**config.mk**
```make
export PLATFORM = sky130hd
export DESIGN_NAME = emio_spi_responder
export DESIGN_NICKNAME = d
export VERILOG_FILES = /design/src/rtl/emio_spi_pkg.sv /design/src/rtl/emio_sync.sv /design/src/rtl/emio_spi_responder.sv
export SDC_FILE = /design/constraint.sdc
export NUM_CORES = 1
export LEC_CHECK = 0
export ABC_AREA = 1
export CAP_MARGIN = 10
export CORE_MARGIN = 2
export CORE_UTILIZATION = 45
export DETAILED_ROUTE_END_ITERATION = 8
export GPL_TIMING_DRIVEN = 0
export MAX_ROUTING_LAYER = met4
export PLACE_DENSITY_LB_ADDON = 0.25
export SYNTH_ARGS = -nofsm -noshare
export SYNTH_HDL_FRONTEND = slang
export SYNTH_SLANG_ARGS = --single-unit
```
**constraint.sdc**
```tcl
create_clock -name fclk_clk0 -period 3.4 [get_ports fclk_clk0]
set_clock_uncertainty 0.15 [all_clocks]
set_input_delay 1.02 -clock fclk_clk0 [delete_from_list [all_inputs] [get_ports fclk_clk0]]
set_output_delay 1.02 -clock fclk_clk0 [all_outputs]
set_load 0.05 [all_outputs]
```
**src/rtl/emio_spi_pkg.sv**
```systemverilog
// Shared types and constants for the EMIO-driven SPI register responder.
// Frame layout, FSM states, EMIO status bit positions and register map.
package emio_spi_pkg;

    typedef enum logic [1:0] {
        ST_IDLE,
        ST_CMD,
        ST_DATA,
        ST_DONE
    } spi_state_t;

    localparam int FRAME_BITS = 16;
    localparam int CMD_BITS   = 8;

    // Field positions within the 16-bit frame (MSB first on the wire)
    localparam int RW_POS   = 15;
    localparam int ADDR_MSB = 14;
    localparam int ADDR_LSB = 12;
    localparam int DATA_MSB = 7;

    // Status bits returned to the PS on EMIO
    localparam int MISO_BIT = 3;
    localparam int DONE_BIT = 4;
    localparam int BUSY_BIT = 5;

    localparam logic [2:0] REG_ID  = 3'd0;
    localparam logic [2:0] REG_ERR = 3'd7;

    function automatic logic [7:0] sat_inc8(input logic [7:0] v);
        return (v == 8'hFF) ? v : v + 8'd1;
    endfunction

endpackage

```
**src/rtl/emio_sync.sv**
```systemverilog
// Two-flop synchronizer with single-cycle rise/fall pulses on the synchronized value.
// Latency: 2 cycles to dout, edge pulses one cycle wide; no backpressure.
module emio_sync #(
    parameter logic RST_VAL = 1'b0
) (
    input  logic clk,
    input  logic rst,
    input  logic din,
    output logic dout,
    output logic rise,
    output logic fall
);

    logic [1:0] meta;
    logic       prev;

    always_ff @(posedge clk) begin
        if (rst) begin
            meta <= {2{RST_VAL}};
            prev <= RST_VAL;
        end else begin
            meta <= {meta[0], din};
            prev <= meta[1];
        end
    end

    assign dout = meta[1];
    assign rise = meta[1] & ~prev;
    assign fall = ~meta[1] & prev;

endmodule

```
**src/rtl/emio_spi_responder.sv**
```systemverilog
// SPI mode-0 register responder bit-banged by the PS over EMIO GPIO.
// Latency: ~3 fclk cycles from a PS line change to its effect; no backpressure, PS half-period >= 4 cycles.
module emio_spi_responder
    import emio_spi_pkg::*;
#(
    parameter int         SCLK_BIT = 0,
    parameter int         MOSI_BIT = 1,
    parameter int         CSN_BIT  = 2,
    parameter logic [7:0] ID_VALUE = 8'hA5
) (
    input  logic        fclk_clk0,
    input  logic        peripheral_reset,
    input  logic [5:0]  emio_user_tri_o,
    input  logic [5:0]  emio_user_tri_t,
    output logic [5:0]  emio_user_tri_i,
    output logic [47:0] cfg_o,
    output logic [5:0]  cfg_wr_o
);

    // A line the PS is not driving reads as its idle level
    logic sclk_raw, mosi_raw, csn_raw;
    assign sclk_raw = emio_user_tri_t[SCLK_BIT] ? 1'b0 : emio_user_tri_o[SCLK_BIT];
    assign mosi_raw = emio_user_tri_t[MOSI_BIT] ? 1'b0 : emio_user_tri_o[MOSI_BIT];
    assign csn_raw  = emio_user_tri_t[CSN_BIT]  ? 1'b1 : emio_user_tri_o[CSN_BIT];

    logic sclk_s, sclk_rise, sclk_fall;
    logic csn_s, cs_rise, cs_fall;
    logic [1:0] mosi_meta;
    logic mosi_s;

    emio_sync #(.RST_VAL(1'b0)) u_sclk_sync (
        .clk  (fclk_clk0),
        .rst  (peripheral_reset),
        .din  (sclk_raw),
        .dout (sclk_s),
        .rise (sclk_rise),
        .fall (sclk_fall)
    );

    // cs_n is active low: its rising edge ends a frame
    emio_sync #(.RST_VAL(1'b1)) u_csn_sync (
        .clk  (fclk_clk0),
        .rst  (peripheral_reset),
        .din  (csn_raw),
        .dout (csn_s),
        .rise (cs_rise),
        .fall (cs_fall)
    );

    always_ff @(posedge fclk_clk0) begin
        if (peripheral_reset) begin
            mosi_meta <= 2'b00;
        end else begin
            mosi_meta <= {mosi_meta[0], mosi_raw};
        end
    end
    assign mosi_s = mosi_meta[1];

    spi_state_t  state, state_nxt;
    logic [4:0]  bit_cnt;
    logic [7:0]  sh_in, sh_nxt, sh_out;
    logic [7:0]  err_cnt, rd_val;
    logic [2:0]  addr_q, rd_addr;
    logic        rd_frame, miso_q, done_q, miso;
    logic [47:0] cfg_q;
    logic [5:0]  wr_stage;
    logic        bit_take, last_cmd, last_data;

    // cs_n rising wins over a coincident sclk edge
    assign bit_take  = sclk_rise & ~cs_rise & ((state == ST_CMD) | (state == ST_DATA));
    assign last_cmd  = bit_take & (bit_cnt == 5'(CMD_BITS - 1));
    assign last_data = bit_take & (bit_cnt == 5'(FRAME_BITS - 1));
    assign sh_nxt    = {sh_in[6:0], mosi_s};
    assign rd_addr   = sh_nxt[ADDR_MSB-CMD_BITS -: 3];

    always_comb begin
        state_nxt = state;
        case (state)
            ST_IDLE: if (cs_fall) state_nxt = ST_CMD;
            ST_CMD: begin
                if (cs_rise)       state_nxt = ST_IDLE;
                else if (last_cmd) state_nxt = ST_DATA;
            end
            ST_DATA: begin
                if (cs_rise)        state_nxt = ST_IDLE;
                else if (last_data) state_nxt = ST_DONE;
            end
            ST_DONE: if (cs_rise) state_nxt = ST_IDLE;
            default: state_nxt = ST_IDLE;
        endcase
    end

    always_comb begin
        rd_val = ID_VALUE;
        case (rd_addr)
            REG_ID:  rd_val = ID_VALUE;
            REG_ERR: rd_val = err_cnt;
            default: rd_val = cfg_q[{rd_addr - 3'd1, 3'b000} +: 8];
        endcase
    end

    always_ff @(posedge fclk_clk0) begin
        if (peripheral_reset) begin
            state <= ST_IDLE;
        end else begin
            state <= state_nxt;
        end
    end

    always_ff @(posedge fclk_clk0) begin
        if (peripheral_reset) begin
            bit_cnt  <= '0;
            sh_in    <= '0;
            sh_out   <= '0;
            addr_q   <= '0;
            rd_frame <= 1'b0;
            miso_q   <= 1'b0;
            done_q   <= 1'b0;
            err_cnt  <= '0;
            cfg_q    <= '0;
            wr_stage <= '0;
            cfg_wr_o <= '0;
        end else begin
            wr_stage <= '0;
            cfg_wr_o <= wr_stage;
            if (cs_fall) begin
                bit_cnt  <= '0;
                done_q   <= 1'b0;
                miso_q   <= 1'b0;
                rd_frame <= 1'b0;
            end else if (cs_rise) begin
                if (bit_cnt != 5'd0 && bit_cnt < 5'(FRAME_BITS))
                    err_cnt <= sat_inc8(err_cnt);
                bit_cnt <= '0;
                miso_q  <= 1'b0;
            end else if (bit_take) begin
                bit_cnt <= bit_cnt + 5'd1;
                sh_in   <= sh_nxt;
                if (last_cmd) begin
                    rd_frame <= sh_nxt[RW_POS-CMD_BITS];
                    addr_q   <= rd_addr;
                    sh_out   <= rd_val;
                end
                if (last_data) begin
                    done_q <= 1'b1;
                    if (!rd_frame && addr_q != REG_ID && addr_q != REG_ERR) begin
                        cfg_q[{addr_q - 3'd1, 3'b000} +: 8] <= sh_nxt[DATA_MSB:0];
                        wr_stage[addr_q - 3'd1]             <= 1'b1;
                    end
                end
            end else if (sclk_fall && state == ST_DATA && rd_frame) begin
                miso_q <= sh_out[7];
                sh_out <= {sh_out[6:0], 1'b0};
            end
        end
    end

    assign miso  = (state == ST_DATA && rd_frame) ? miso_q : 1'b0;
    assign cfg_o = cfg_q;

    always_comb begin
        emio_user_tri_i           = '0;
        emio_user_tri_i[MISO_BIT] = miso;
        emio_user_tri_i[DONE_BIT] = done_q;
        emio_user_tri_i[BUSY_BIT] = (state != ST_IDLE);
        emio_user_tri_i[SCLK_BIT] = emio_user_tri_o[SCLK_BIT];
        emio_user_tri_i[MOSI_BIT] = emio_user_tri_o[MOSI_BIT];
        emio_user_tri_i[CSN_BIT]  = emio_user_tri_o[CSN_BIT];
    end

    // Status-bit positions of tri_o/tri_t and the synchronized sclk level carry no meaning here
    logic unused_bits;
    assign unused_bits = ^{emio_user_tri_o, emio_user_tri_t, sclk_s, csn_s};

endmodule

```
# After elaboration in Yosys (flattened, before gate mapping)
# Index checks and enable logic that the tools add are counted.
[totals]
regBits = 104
output_inout_bits = 60
[classes]
addsub = 5
magnitude_cmp = 3
n_eq_ne = 13
shift = 3
muxes = 15
bitwise = 19
reduce_logical = 29
[ops]
columns = ["operator", "n"]
rows = [
  ["$bwmux W48", 1],
  ["$shift A8 B8 Y48 const A", 1],
  ["$shiftx A48 B7 Y8", 1],
  ["$shiftx A8 B8 Y48", 1],
  ["$mux W8", 3],
  ["$pmux W8 S2", 1],
  ["$reduce_and A4 Y1", 4],
  ["$mux W2", 6],
  ["$not A1 Y1", 10],
  ["$ne A3 B3 Y1 const B", 3],
  ["$reduce_and A3 Y1", 3],
  ["$add A8 B1 Y8 const B", 1],
  ["$and A1 B1 Y1", 8],
  ["$eq A8 B8 Y1 const B", 1],
  ["$neg A6 Y8", 1],
  ["$pmux W2 S4", 1],
  ["$reduce_or A2 Y1", 4],
  ["$logic_and A1 B1 Y1", 7],
  ["$reduce_or A6 Y1", 1],
  ["$sub A3 B1 Y3 const B", 2],
  ["$add A5 B1 Y5 const B", 1],
  ["$eq A5 B3 Y1 const B", 1],
  ["$eq A5 B4 Y1 const B", 1],
  ["$lt A5 B5 Y1 const B", 1],
  ["other kinds (19)", 23],
]

# Logic depth before layout (Yosys ltp)
[depth]
depth_word = 9
depth_mapped = 14
ltp_nobuf = 13

# By module
# A second synthesis with hierarchy kept.
[unflattened]
cells_unflattened = 748
area_unflattened_um2 = 5077.4
[by_module_without_submodules]
columns = ["mod", "n_inst", "cells_per_inst", "area_each_um2", "seq_area_each_um2"]
rows = [
  ["emio_spi_responder", 1, 723, 4885.9, 1961.9],
  ["emio_sync (u_csn_sync)", 1, 13, 97.6, 60.1],
  ["emio_sync (u_sclk_sync)", 1, 12, 93.8, 60.1],
]

# Worst setup path after synthesis
# Ideal clock, no wire load.
[synth_timing]
path_type = "register to register"
startpoint = "register addr_q[0]"
endpoint = "register cfg_q[7], in the netlist cfg_o[7]"
setup_ns = 0.118
t_arrival_ns = 2.146
slack_ns = 0.986
path_stages_with_launch = 13
n_path_buf = 1
path_cell_list = "dfxtp_1 -> inv_1 -> ha_1 -> nand2_1 -> nand2_1 -> ha_1 -> clkbuf_1 -> clkinv_1 -> nand2_1 -> nor2_2 -> inv_1 -> nor3_1 -> nor2_1"
[synth_between]
elab_chain_len = 4
[synth_rtl]
columns = ["item", "line", "source"]
rows = [
  ["from (decl)", "emio_spi_responder.sv:63", "logic [2:0] addr_q, rd_addr;"],
  ["from (signal assigned)", "emio_spi_responder.sv:141", "addr_q <= rd_addr;"],
  ["$sub A3 B1 Y3 or $reduce_bool A3 Y1 (tied branches)", "emio_spi_responder.sv:147, emio_spi_responder.sv:146", ""],
  ["$neg A6 Y8 or $logic_and A1 B1 Y1 (tied branches)", "emio_spi_responder.sv:147, emio_spi_responder.sv:146", ""],
  ["$shiftx A8 B8 Y48 (tied with other cells)", "emio_spi_responder.sv:147", "cfg_q[{addr_q - 3'd1, 3'b000} +: 8] <= sh_nxt[DATA_MSB:0];"],
  ["$bwmux W48 or $reduce_and A5 Y1 (tied branches)", "--", ""],
  ["to (signal, indexed assignment)", "emio_spi_responder.sv:147", ""],
  ["to (decl)", "emio_spi_responder.sv:65", "logic [47:0] cfg_q;"],
]
# Parallel ways exist; a longest one is shown, timed or not.
# A chain may end at the register's enable or synchronous reset.

# Worst setup path in the final report
[layout_timing]
startpoint = "register state[0]"
endpoint = "output emio_user_tri_i[3]"
[layout_between]
elab_chain_len = 3
[layout_rtl]
columns = ["item", "line", "source"]
rows = [
  ["from (decl)", "emio_spi_responder.sv:59", "spi_state_t state, state_nxt;"],
  ["from (signal assigned)", "emio_spi_responder.sv:106", "state <= state_nxt;"],
  ["$eq A2 B2 Y1", "emio_spi_responder.sv:158", "assign miso = (state == ST_DATA && rd_frame) ? miso_q : 1'b0;"],
  ["$logic_and A1 B1 Y1", "emio_spi_responder.sv:158", ""],
  ["$mux W1", "emio_spi_responder.sv:158", ""],
  ["to (decl)", "emio_spi_responder.sv:15", "output logic [5:0] emio_user_tri_i,"],
]
# No other way between the ends.

==> qor.json <==
{
  "avgRoutedWirePerCell_microns": 15.1,
  "areaGrowthSynthToFinish_pct": 22.3,
  "cts_buffer_depth": 2,
  "drcViolationCount": 0,
  "finalNetCount": 858,
  "final_layout_size_suffix_gt1_frac": 0.0568,
  "cp.arrival_ps": 2130,
  "wl_microns": 14600,
  "design.die.area_sq_um": 12300,
  "worstPathCellList": "inv_1, ha_1, nand2_1, nor2_1, buf_4, clkdlybuf4s50_1",
  "seq_area_frac_synth": 0.406,
  "min_period_ps": 3300,
  "synth.most_common_cell": "nand2_1",
  "row_count": 38,
  "post_cts_hold_buffer_count": 0,
  "ys_ff_latch": 104,
  "die_width_microns": 111,
  "synth_area_leaders": "dfxtp_1, nand2_1, nor2_1",
  "global_placement_routability_congestion": 0.907,
  "ir_worst_vdd_mv": 0.368,
  "power.density_cell_area_nw_per_um2": 432,
  "dp_hpwl_microns": 11100,
  "synth-main-ff-cell": "dfxtp_1",
  "total_power_w": 0.00271,
  "netSwitchingPower_w": 0.000769,
  "yosysTopAreaCell": "dfxtp_1",
  "netlist_area_sq_um": 5130,
  "power.leakage_nw": 2.57,
  "antenna-diode-count": 0,
  "timing_hold_violations_final": 0,
  "async_flop_share": 0,
  "worstSkewPairLatency_ps": 360,
  "numCtsBuffers": 9,
  "final_max_slew_viol_count": 0,
  "grt_overflow": 0,
  "drt_iter0_markers": 380,
  "drv_cap": 0,
  "detail_route.vias_per_cell": 5.23,
  "avgSynthCellArea_sq_um": 6.89,
  "critical_path_required_ps": 2230,
  "power_frac_comb": 0.141,
  "fin_crit_sh": 0.970,
  "internal_w": 0.00194,
  "io_pins": 74,
  "synth-edff-count": 0,
  "numPlacedInstances": 952,
  "grt_pass1_wl_microns": 23800,
  "place.port_buffers": 67,
  "cts.root.buffer_cell": "clkbuf_16",
  "result_of_the_run": "finished clean",
  "first_global_vias": 4831,
  "remaining_number_of_nets_flagged_by_the_antenna_check_after_routing": 0,
  "worst_path_max_delay_cell": "clkdlybuf4s50_1",
  "timing.critical_path.fanout_max": 4,
  "power.switching_fraction": 0.283,
  "clk_pin_slew_ps": 80,
  "crit_path_end_kind": "primary output",
  "routed-via-count": 5061,
  "cp_peak_stage_delay_ps": 780,
  "tritoncts": "done",
  "core_sq_um": 11000,
  "maximum_number_of_pins_on_one_net_before_global_route_repair": 19,
  "first_pass_iters": 5,
  "critPathLaunchType": "flop",
  "setup.worst_path.class": "flop to primary output",
  "initial_core_util": 0.467,
  "finalSetupViolCount": 0,
  "yosys_warnings": 0,
  "grt_setup_unrepaired": "false",
  "timing.slew.headroom": 0.425,
  "fin_setup_tns_ps": 0,
  "global_route.usage.total": 0.249,
  "tritoncts_sinks": 104,
  "floorplan.die.height_microns": 111,
  "stdcell_count": 968,
  "pwr-share-seq": 0.464,
  "mappedNetlistNets": 780,
  "antenna_found_initial": 0,
  "cts_max_level": 3,
  "post_synth_most_frequent_cells": "nand2_1, nor2_1, dfxtp_1",
  "share_clk_of_total_power": 0.394,
  "synth_cell_types": 36,
  "post_synth_inst_count": 745,
  "hold_path_class": "flop to flop",
  "fmax_mhz": 303,
  "yosysTopAreaCellShare": 0.406,
  "worst-slew-pin-transition_ps": 856
}
==> stage by stage <==
| stage | setup slack, ps | instance area (sq um) | utilization | hold slack [ps] |
|---|---|---|---|---|
| 3_5_place_dp | -177 | 5980 | 0.544 | 243 |
| 3_3_place_gp | -151 | 5980 | 0.544 | 242 |
| 2_1_floorplan | 986 | 5130 | - | 238 |
| 6_report | 101 | 6270 | 0.571 | 253 |
| 5_1_grt | 16.7 | 6270 | 0.571 | 275 |
| 4_1_cts | 94.9 | 6270 | 0.571 | 254 |
==> power groups by stage <==
| stage | combinational, W | sequential [W] | clock (W) |
|---|---|---|---|
| final | 0.000382 | 0.00126 | 0.00107 |
| after global routing | 0.000427 | 0.00126 | 0.00114 |
| after floorplan | 0.000276 | 0.00128 | 0 |
| after detailed placement | 0.000382 | 0.00129 | 0 |
| after CTS | 0.000382 | 0.00126 | 0.00109 |
| after global placement | 0.000365 | 0.00129 | 0 |
==> placed cells by master, fill, tap and decap left out, drive strengths merged <==
| cell | Yosys | routed |
|---|---|---|
| clkdlybuf4s50 | 0 | 64 |
| xor2 | 2 | 2 |
| nand2 | 157 | 157 |
| nor2 | 152 | 152 |
| clkbuf | 18 | 27 |
| clkinvlp | 0 | 1 |
| ha | 21 | 21 |
| a21oi | 55 | 55 |
| o22ai | 3 | 3 |
| nand3 | 32 | 32 |
| nor3b | 1 | 1 |
| inv | 81 | 84 |
| nor4 | 6 | 6 |
| dlygate4sd2 | 0 | 3 |
| o21ai | 73 | 73 |
| o211ai | 2 | 2 |
| dfxtp | 104 | 104 |
| nand4 | 8 | 8 |
| bufinv | 0 | 1 |
| xnor2 | 2 | 2 |
| or3 | 1 | 1 |
| clkinv | 2 | 4 |
| buf | 12 | 12 |
| o21a | 2 | 2 |
| and3 | 1 | 1 |
| or2 | 4 | 4 |
| nor3 | 6 | 6 |
==> kinds of logic (layout without fill, tap and decap cells) <==
group / Yosys count / count (layout) / synth area share
XOR/XNOR: 4 / 4 / 0.00683
flip-flops: 104 / 104 / 0.406
AO/OA/AOI/OAI: 135 / 135 / 0.135
adder cells (fa/ha/maj): 21 / 21 / 0.0512
buffers and inverters: 113 / 196 / 0.0902
AND/OR/NAND/NOR: 368 / 368 / 0.311
==> path summary, 6_finish.rpt <==
kind	end	slack (ps)	cells past startpoint	from
worst max-delay path	emio_user_tri_i[3]	100	6	state[0]
worst min-delay path	cfg_wr_o[1]	250	2	wr_stage[1]
worst max register to register	cfg_o[0]	430	11	addr_q[0]
worst min register to register	cfg_wr_o[1]	250	2	wr_stage[1]
==> cell type report <==
cell class	instances	area [sq um]
Fill cell	1059	4710
Multi-Input combinational cell	528	2580
Sequential cell	104	2080
Timing Repair Buffer	67	667
Inverter	83	314
Clock buffer	9	225
Tap cell	140	175
Buffer	30	149
Clock inverter	7	76.3
==> registers in the layout, summed over array words and instances, names as in the netlist <==
| register | cells |
|---|---|
| mosi_meta | 2 |
| err_cnt | 8 |
| u_csn_sync.prev | 1 |
| cfg_o | 48 |
| rd_frame | 1 |
| u_csn_sync.meta | 2 |
| u_sclk_sync.prev | 1 |
| addr_q | 3 |
| done_q | 1 |
| wr_stage | 6 |
| miso_q | 1 |
| u_sclk_sync.meta | 2 |
| state | 2 |
| cfg_wr_o | 6 |
| sh_in | 7 |
| bit_cnt | 5 |
| sh_out | 8 |
==> critical path, delay by kind of cell (launching register included) <==
| kind | cells | cell delay (ps) |
|---|---|---|
| fa+ha+maj | 1 | 240 |
| flops | 1 | 340 |
| simple gates | 2 | 180 |
| buf+inv | 3 | 1020 |
==> timing repair <==
item | in CTS | in global routing
buffers inserted | 0 | 0
endpoints found under the setup margin | 3 | 0
resized for setup | 3 | 0
==> per-layer routing <==
layer | share of wire | global-route usage | up-vias
met3 | 0.058 | 0.0651 | 22
met2 | 0.47 | 0.408 | 154
li1 | - | - | 2525
met5 | 0 | - | -
met4 | 0.019 | 0.0708 | 0
met1 | 0.45 | 0.306 | 2360
(Power assumes the default switching activity.)
